### config.mk
export PLATFORM = sky130hd
export DESIGN_NAME = demux_1x2_fifo
export DESIGN_NICKNAME = d
export VERILOG_FILES = /design/src/rtl/demux_1x2_fifo.sv
export SDC_FILE = /design/constraint.sdc
export NUM_CORES = 1
export LEC_CHECK = 0
export CORE_ASPECT_RATIO = 0.75
export CORE_MARGIN = 3
export CORE_UTILIZATION = 30
export DETAILED_ROUTE_END_ITERATION = 10
export PLACE_DENSITY = 0.43
export SYNTH_ARGS = -nofsm -noshare
export SYNTH_HDL_FRONTEND = slang
export SYNTH_SLANG_ARGS = --single-unit
### constraint.sdc
create_clock -name clk -period 5 [get_ports clk]
set_clock_uncertainty 0.2 [all_clocks]
set_input_delay 1 -clock clk [delete_from_list [all_inputs] [get_ports clk]]
set_output_delay 1 -clock clk [all_outputs]
set_load 0.01 [all_outputs]
### src/rtl/demux_1x2_fifo.sv
// demux_1x2_fifo
// De-interleaves a 2:1 round-robin byte stream back into two lanes. A lane
// selector toggles every clock in lock-step with the upstream mux. Each lane
// buffers its bytes in a small FIFO that the consumer drains with a pop
// handshake. A byte pushed into a full lane is dropped and raises a sticky
// overflow flag.
//
// Ports
//   clk                 clock, all logic on posedge
//   reset               asynchronous reset, active-low
//   data_in, valid_in   interleaved byte stream from the mux
//   pop0, pop1          per-lane pop requests
//   data_out0/1         popped byte, registered, 1-cycle pop latency
//   valid_out0/1        1-cycle pulse per successful pop
//   empty0/1, full0/1   registered occupancy flags
//   overflow0/1         sticky: a byte was dropped on a full lane
module demux_1x2_fifo #(
    parameter int unsigned DATA_W = 8,
    parameter int unsigned DEPTH  = 4,
    parameter int unsigned ADDR_W = 2
) (
    input  logic              clk,
    input  logic              reset,
    input  logic [DATA_W-1:0] data_in,
    input  logic              valid_in,
    input  logic              pop0,
    input  logic              pop1,
    output logic [DATA_W-1:0] data_out0,
    output logic [DATA_W-1:0] data_out1,
    output logic              valid_out0,
    output logic              valid_out1,
    output logic              empty0,
    output logic              empty1,
    output logic              full0,
    output logic              full1,
    output logic              overflow0,
    output logic              overflow1
);

    localparam int unsigned CNT_W = ADDR_W + 1;
    localparam int unsigned NLANE = 2;

    logic                r_sel;
    logic [DATA_W-1:0]   r_mem   [NLANE][DEPTH];
    logic [ADDR_W-1:0]   r_wptr  [NLANE];
    logic [ADDR_W-1:0]   r_rptr  [NLANE];
    logic [CNT_W-1:0]    r_count [NLANE];
    logic [DATA_W-1:0]   r_dout  [NLANE];
    logic [NLANE-1:0]    r_vout;
    logic [NLANE-1:0]    r_empty;
    logic [NLANE-1:0]    r_full;
    logic [NLANE-1:0]    r_ovf;

    logic [NLANE-1:0]    w_pop_req;
    logic [NLANE-1:0]    w_push;
    logic [NLANE-1:0]    w_pop;
    logic [NLANE-1:0]    w_accept;
    logic [NLANE-1:0]    w_drop;
    logic [CNT_W-1:0]    w_count_nxt [NLANE];

    // Per-lane push/pop qualification and next occupancy.
    // A pop on a full lane frees the slot that a same-edge push then uses.
    always_comb begin
        w_pop_req   = {pop1, pop0};
        w_push      = '0;
        w_pop       = '0;
        w_accept    = '0;
        w_drop      = '0;
        w_count_nxt = '{default: '0};
        for (int l = 0; l < int'(NLANE); l++) begin
            w_push[l]      = valid_in && (r_sel == 1'(l));
            w_pop[l]       = w_pop_req[l] && (r_count[l] != '0);
            w_accept[l]    = w_push[l] && ((r_count[l] != CNT_W'(DEPTH)) || w_pop[l]);
            w_drop[l]      = w_push[l] && !w_accept[l];
            w_count_nxt[l] = CNT_W'(r_count[l] + CNT_W'(w_accept[l]) - CNT_W'(w_pop[l]));
        end
    end

    // Selector, pointers, counts, flags and output registers.
    always_ff @(posedge clk or negedge reset) begin
        if (!reset) begin
            r_sel   <= 1'b0;
            r_vout  <= '0;
            r_empty <= '1;
            r_full  <= '0;
            r_ovf   <= '0;
            for (int l = 0; l < int'(NLANE); l++) begin
                r_wptr[l]  <= '0;
                r_rptr[l]  <= '0;
                r_count[l] <= '0;
                r_dout[l]  <= '0;
            end
        end else begin
            r_sel <= ~r_sel;
            for (int l = 0; l < int'(NLANE); l++) begin
                if (w_accept[l]) begin
                    r_wptr[l] <= ADDR_W'(r_wptr[l] + ADDR_W'(1));
                end
                if (w_pop[l]) begin
                    r_rptr[l] <= ADDR_W'(r_rptr[l] + ADDR_W'(1));
                    r_dout[l] <= r_mem[l][r_rptr[l]];
                end
                r_vout[l]  <= w_pop[l];
                r_count[l] <= w_count_nxt[l];
                r_empty[l] <= (w_count_nxt[l] == '0);
                r_full[l]  <= (w_count_nxt[l] == CNT_W'(DEPTH));
                r_ovf[l]   <= r_ovf[l] | w_drop[l];
            end
        end
    end

    // Storage is deliberately left out of reset; the read of the old head
    // happens before a same-edge write lands, so there is no bypass.
    always_ff @(posedge clk) begin
        for (int l = 0; l < int'(NLANE); l++) begin
            if (w_accept[l]) begin
                r_mem[l][r_wptr[l]] <= data_in;
            end
        end
    end

    assign data_out0  = r_dout[0];
    assign data_out1  = r_dout[1];
    assign valid_out0 = r_vout[0];
    assign valid_out1 = r_vout[1];
    assign empty0     = r_empty[0];
    assign empty1     = r_empty[1];
    assign full0      = r_full[0];
    assign full1      = r_full[1];
    assign overflow0  = r_ovf[0];
    assign overflow1  = r_ovf[1];

endmodule
# ---- Yosys cells after proc, flatten, opt, wreduce, memory -nomap -nowiden
# Memories as Yosys holds them, arrays and structs flattened.
# Index checks and enable logic that the tools add are counted.
dict set report totals {
  wordCells 75
  in_bits 13
  mem_count 1
  ramBits 64
  out_inout_bits 24
  regBits 39
}
# name depth width read_ports rd_clocked_by_memory_dff wr line
set memory_table {}
lappend memory_table {r_mem 2 32 2 0 1 44} ;# logic [DATA_W-1:0] r_mem [NLANE][DEPTH];
dict set report op_classes {
  eq_ne 4
  magnitude_cmp 6
  bitwise 7
  n_addsub 8
  mux 17
  n_reduce_logical 19
}
# operator n
set op_table {}
lappend op_table {{2-to-1 mux 32 bit} 4}
lappend op_table {{2-to-1 mux 8 bit} 6}
lappend op_table {{binary-select mux 8 bit (select 2 bit)} 2}
lappend op_table {{demux 8 bit (select 2 bit)} 2}
lappend op_table {{OR reduction 32 bit} 1}
lappend op_table {{greater-or-equal comparator 3 bit (second input constant)} 4}
lappend op_table {{inverter 2 -> 3 bit} 4}
lappend op_table {{logical AND 1 bit} 10}
lappend op_table {{adder 2 x 1 -> 2 bit (second input constant)} 4}
lappend op_table {{adder 3 x 1 -> 3 bit} 2}
lappend op_table {{equality test 3 bit (second input constant)} 2}
lappend op_table {{zero test 3 bit} 2}
lappend op_table {{< comparator 3 x 1 -> 1 bit (second input constant)} 2}
lappend op_table {{!= test 3 bit (second input constant)} 2}
lappend op_table {{nonzero test 3 bit} 2}
lappend op_table {{subtractor 3 x 1 -> 3 bit} 2}
lappend op_table {{2-to-1 mux 1 bit} 3}
lappend op_table {{zero test 1 bit} 2}
lappend op_table {{logical OR 1 bit} 2}
lappend op_table {{OR 1 bit} 2}
lappend op_table {{inverter 1 bit} 1}

# ---- Longest topological paths before layout
dict set report logic_depth {
  ltp_word 8
  ltp_mapped 10
  ltp_nobuf 10
}

# ---- Least setup slack after synthesis
# No wires, ideal clock.
dict set report synth_path {
  kind {in2reg}
  start {in pop1}
  end {reg r_full[1]}
  arrival_time_ns 2.655
  stages 10
  setup_ns 0.088
  t_required_ns 4.712
  n_path_buf 0
  slack_ns 2.057
  path_cell_list {nor4b_2 nor2_2 inv_2 ha_1 inv_1 ha_1 fa_1 xnor2_1 xnor2_1 nor3b_1}
}
# item line
set synth_lines {}
lappend synth_lines {{from (decl)} 27} ;# input logic pop1,
lappend synth_lines {{to (signal, indexed assignment)} 106} ;# r_full[l] <= (w_count_nxt[l] == CNT_W'(DEPTH));
lappend synth_lines {{to (decl)} 51} ;# logic [NLANE-1:0] r_full;

==> flow_metrics.env <==
export IMPL_diodes=0
export IMPL_htreeDepth=3
export IMPL_die_area_mm2=0.01489
export IMPL_yosys_warnings=0
export IMPL_synth_top_family_by_area="multiplexers"
export IMPL_die_h_um=106.4
export IMPL_setup_tns_ps=0
export IMPL_fin_crit_sh_pct=66.87
export IMPL_crit_path_cell_trace="clkdlybuf4s50_1 -> nor4b_2 -> nor2_2 -> inv_2 -> ha_1 -> inv_1 -> ha_1 -> fa_1 -> xnor2_1 -> xnor2_1 -> nor3b_1"
export IMPL_grt_max_degree=40
export IMPL_clk_pin_slew_ps=60
export IMPL_synth_compound_area_share_pct=1.489
export IMPL_globalRouteTotalUtil_pct=10.73
export IMPL_avgSynthCellArea_um2=17.17
export IMPL_postCtsResizedCells=0
export IMPL_yosys_area_top_type="edfxtp_1"
export IMPL_status="complete, no violations"
export IMPL_insertion_delay_ps=340
export IMPL_synthMuxAreaShare_pct=9.584
export IMPL_cpLargestDelayFamily="adder cells"
export IMPL_rsz0062_at_grt="false"
export IMPL_clk_path_buf_depth=2
export IMPL_crit_slowest_cell="clkdlybuf4s50_1"
export IMPL_fin_crit_ps=3343
export IMPL_cts_buffers=9
export IMPL_ys_ff_latch=103
export IMPL_avgRoutedWirePerCell_um=15.98
export IMPL_wl_met2_um=3152
export IMPL_grt_overflow_total=0
export IMPL_vdd_drop_max_mv=0.2862
export IMPL_grt_pass1_wl_um=11940
export IMPL_ys_types=26
export IMPL_start_kind="input port"
export IMPL_synthTopCellsByArea="edfxtp_1, dfrtp_1, mux4_2, nand2_1, ha_1"
export IMPL_postRouteWirelength_um=7253
export IMPL_power_density_mw_per_mm2=565.8
export IMPL_synth_xor_area_share_pct=2.171
export IMPL_dp_hpwl_um=4946
export IMPL_wl_met1_um=3755
export IMPL_synth_simple_area_share_pct=8.251
export IMPL_critPathArrivalTime_ps=3400
export IMPL_path_max_fanout=7
export IMPL_ios=37
export IMPL_antenna_left=0
export IMPL_end_kind="flip-flop"
export IMPL_tritoncts="done"
export IMPL_nFillCells=1228
export IMPL_ctsHoldBuffers=0
export IMPL_setup_viol=0
export IMPL_cts_setup_buffers=0
export IMPL_routed_via_density=4.300
export IMPL_synth_top_cell_area_share_pct=47.64
export IMPL_drive_gt1_share_pct=15.55
export IMPL_cts_sinks=103
export IMPL_initial_core_util_pct=30.88
export IMPL_syn_area_mm2=0.004034
export IMPL_synth_fa_ha_area_share_pct=4.715
export IMPL_criticalPathCategory="in2reg"
export IMPL_hold_path_class="reg2reg"
export IMPL_area_growth_pct=20.84
export IMPL_grt_pass1_vias=2139
export IMPL_syn_num_nets=262
export IMPL_routed_top_layer="met4"
export IMPL_fp_dieW_um=139.9
export IMPL_ys_seq_area_share_pct=71.90
export IMPL_clock_fmax_mhz=299.1
export IMPL_path_buf_inv=3
export IMPL_cts_root_buf="clkbuf_16"
export IMPL_dr_first_iter_drc_count=103
export IMPL_antenna_found_initial=0
export IMPL_rows=36
export IMPL_portBuffers=36
export IMPL_worstMarginPinSlew_ps=933.3
export IMPL_routed_wl_met3_um=299
export IMPL_cap_viol_max_count=0
export IMPL_max_stage_delay_ps=550
export IMPL_drc=0
export IMPL_cp_data_required_time_ps=5050
export IMPL_relSlewSlack_pct=37.78
export IMPL_finish_net_count=305
export IMPL_gp_congestion=0.6883
export IMPL_finalHoldViolCount=0
export IMPL_via_count=1952
export IMPL_synth_cells=235
export IMPL_leakagePower_nw=1.842
export IMPL_finalMaxSlewViolations=0
export IMPL_first_pass_iters=4
export IMPL_design_core_area_mm2=0.01306
export IMPL_total_power_mw=2.758
export IMPL_rrSetupSlack_ps=2050
-- cells by family after synthesis --
group                      after synthesis
DFF                                    103
muxes                                   18
and+or+nand+nor                         67
buffers and inverters                   19
AOI/OAI and AO/OA                        4
xor gates and xnor gates                10
adders and majority gates               14
-- metrics by stage --
step	setup WS [ps]	instance area, µm²	instances	hold WS [ps]	util (%)
floorplan	2057	4034	235	306.4	-
global placement	1339	4586	438	263.1	35.11
detailed placement	1288	4586	438	255.0	35.11
CTS	1636	4875	454	275.3	37.32
global route	1473	4875	454	306.5	37.32
finish	1657	4875	454	267.2	37.32
-- registers in the layout, summed over array words and instances, names as in the netlist --
signal / flops
r_vout: 2
r_count: 6
r_rptr: 4
data_out1: 8
data_out0: 8
r_empty: 2
r_mem: 64
r_sel: 1
r_ovf: 2
r_full: 2
r_wptr: 4
-- worst reg2reg max path: stages (launching register included) --
cell and delay (ps):
dfrtp_1 430, o31ai_4 520, inv_2 210, ha_1 330, inv_1 40, ha_1 180, fa_1 370, xnor2_1 200
xnor2_1 180, nor3b_1 200
-- path summary, 6_finish.rpt --
check                            from          to  cells after the start
setup / recovery                 pop1   r_full[1]                     11
hold / removal               r_ovf[1]    r_ovf[1]                      1
setup reg to reg           r_count[0]   r_full[1]                      9
hold reg to reg              r_ovf[1]    r_ovf[1]                      1
max in group asynchronous       reset  r_count[0]                      1
min in group asynchronous       reset   r_vout[0]                      1
-- cells in the final DEF (no fill, tap or decap), types with 8 or more instances in the layout --
cell             instances
edfxtp_1                64
ha_1                    12
clkdlybuf4s50_1         35
dfrtp_1                 37
and2_1                   8
nand2_1                 50
clkbuf_16                9
xnor2_1                  9
inv_1                   12
mux4_2                  16
-- cell type report --
cell class | instances | area (µm²) | area share, %
Sequential cell | 103 | 2900 | 59.50
Multi-Input combinational cell | 113 | 1057 | 21.69
Timing Repair Buffer | 36 | 355.3 | 7.290
Clock buffer | 10 | 229.0 | 4.697
Tap cell | 171 | 214.0 | 4.389
Clock inverter | 6 | 60.06 | 1.232
Inverter | 15 | 58.81 | 1.206
-- power by group --
group	total, mW	leakage [nW]	internal [mW]	switching (mW)
clock	0.684	0.140	0.387	0.297
sequential	1.30	1.04	1.11	0.188
combinational	0.772	0.658	0.438	0.335
-- metal layers --
metal	up-vias	global-route usage, %
met5	-	0
met4	0	2.282
met3	4	4.586
met2	37	15.03
met1	985	15.49
li1	926	-
-- cells in the mapped netlist --
master,count
nand2_1,50
nor3b_1,2
edfxtp_1,64
xnor2_1,9
nor3b_4,1
dfrtp_1,37
nor2_2,1
clkbuf_1,2
o31ai_4,2
mux4_2,16
and2_1,8
nor3_1,2
inv_2,2
mux2_4,1
ha_1,12
inv_4,1
a31o_1,2
buf_2,2
nand2_2,1
nor4b_2,1
dfstp_2,2
nor4b_4,1
xor2_1,1
mux2_1,1
inv_1,12
fa_1,2
Note: power is estimated with default switching activity, not from simulation.
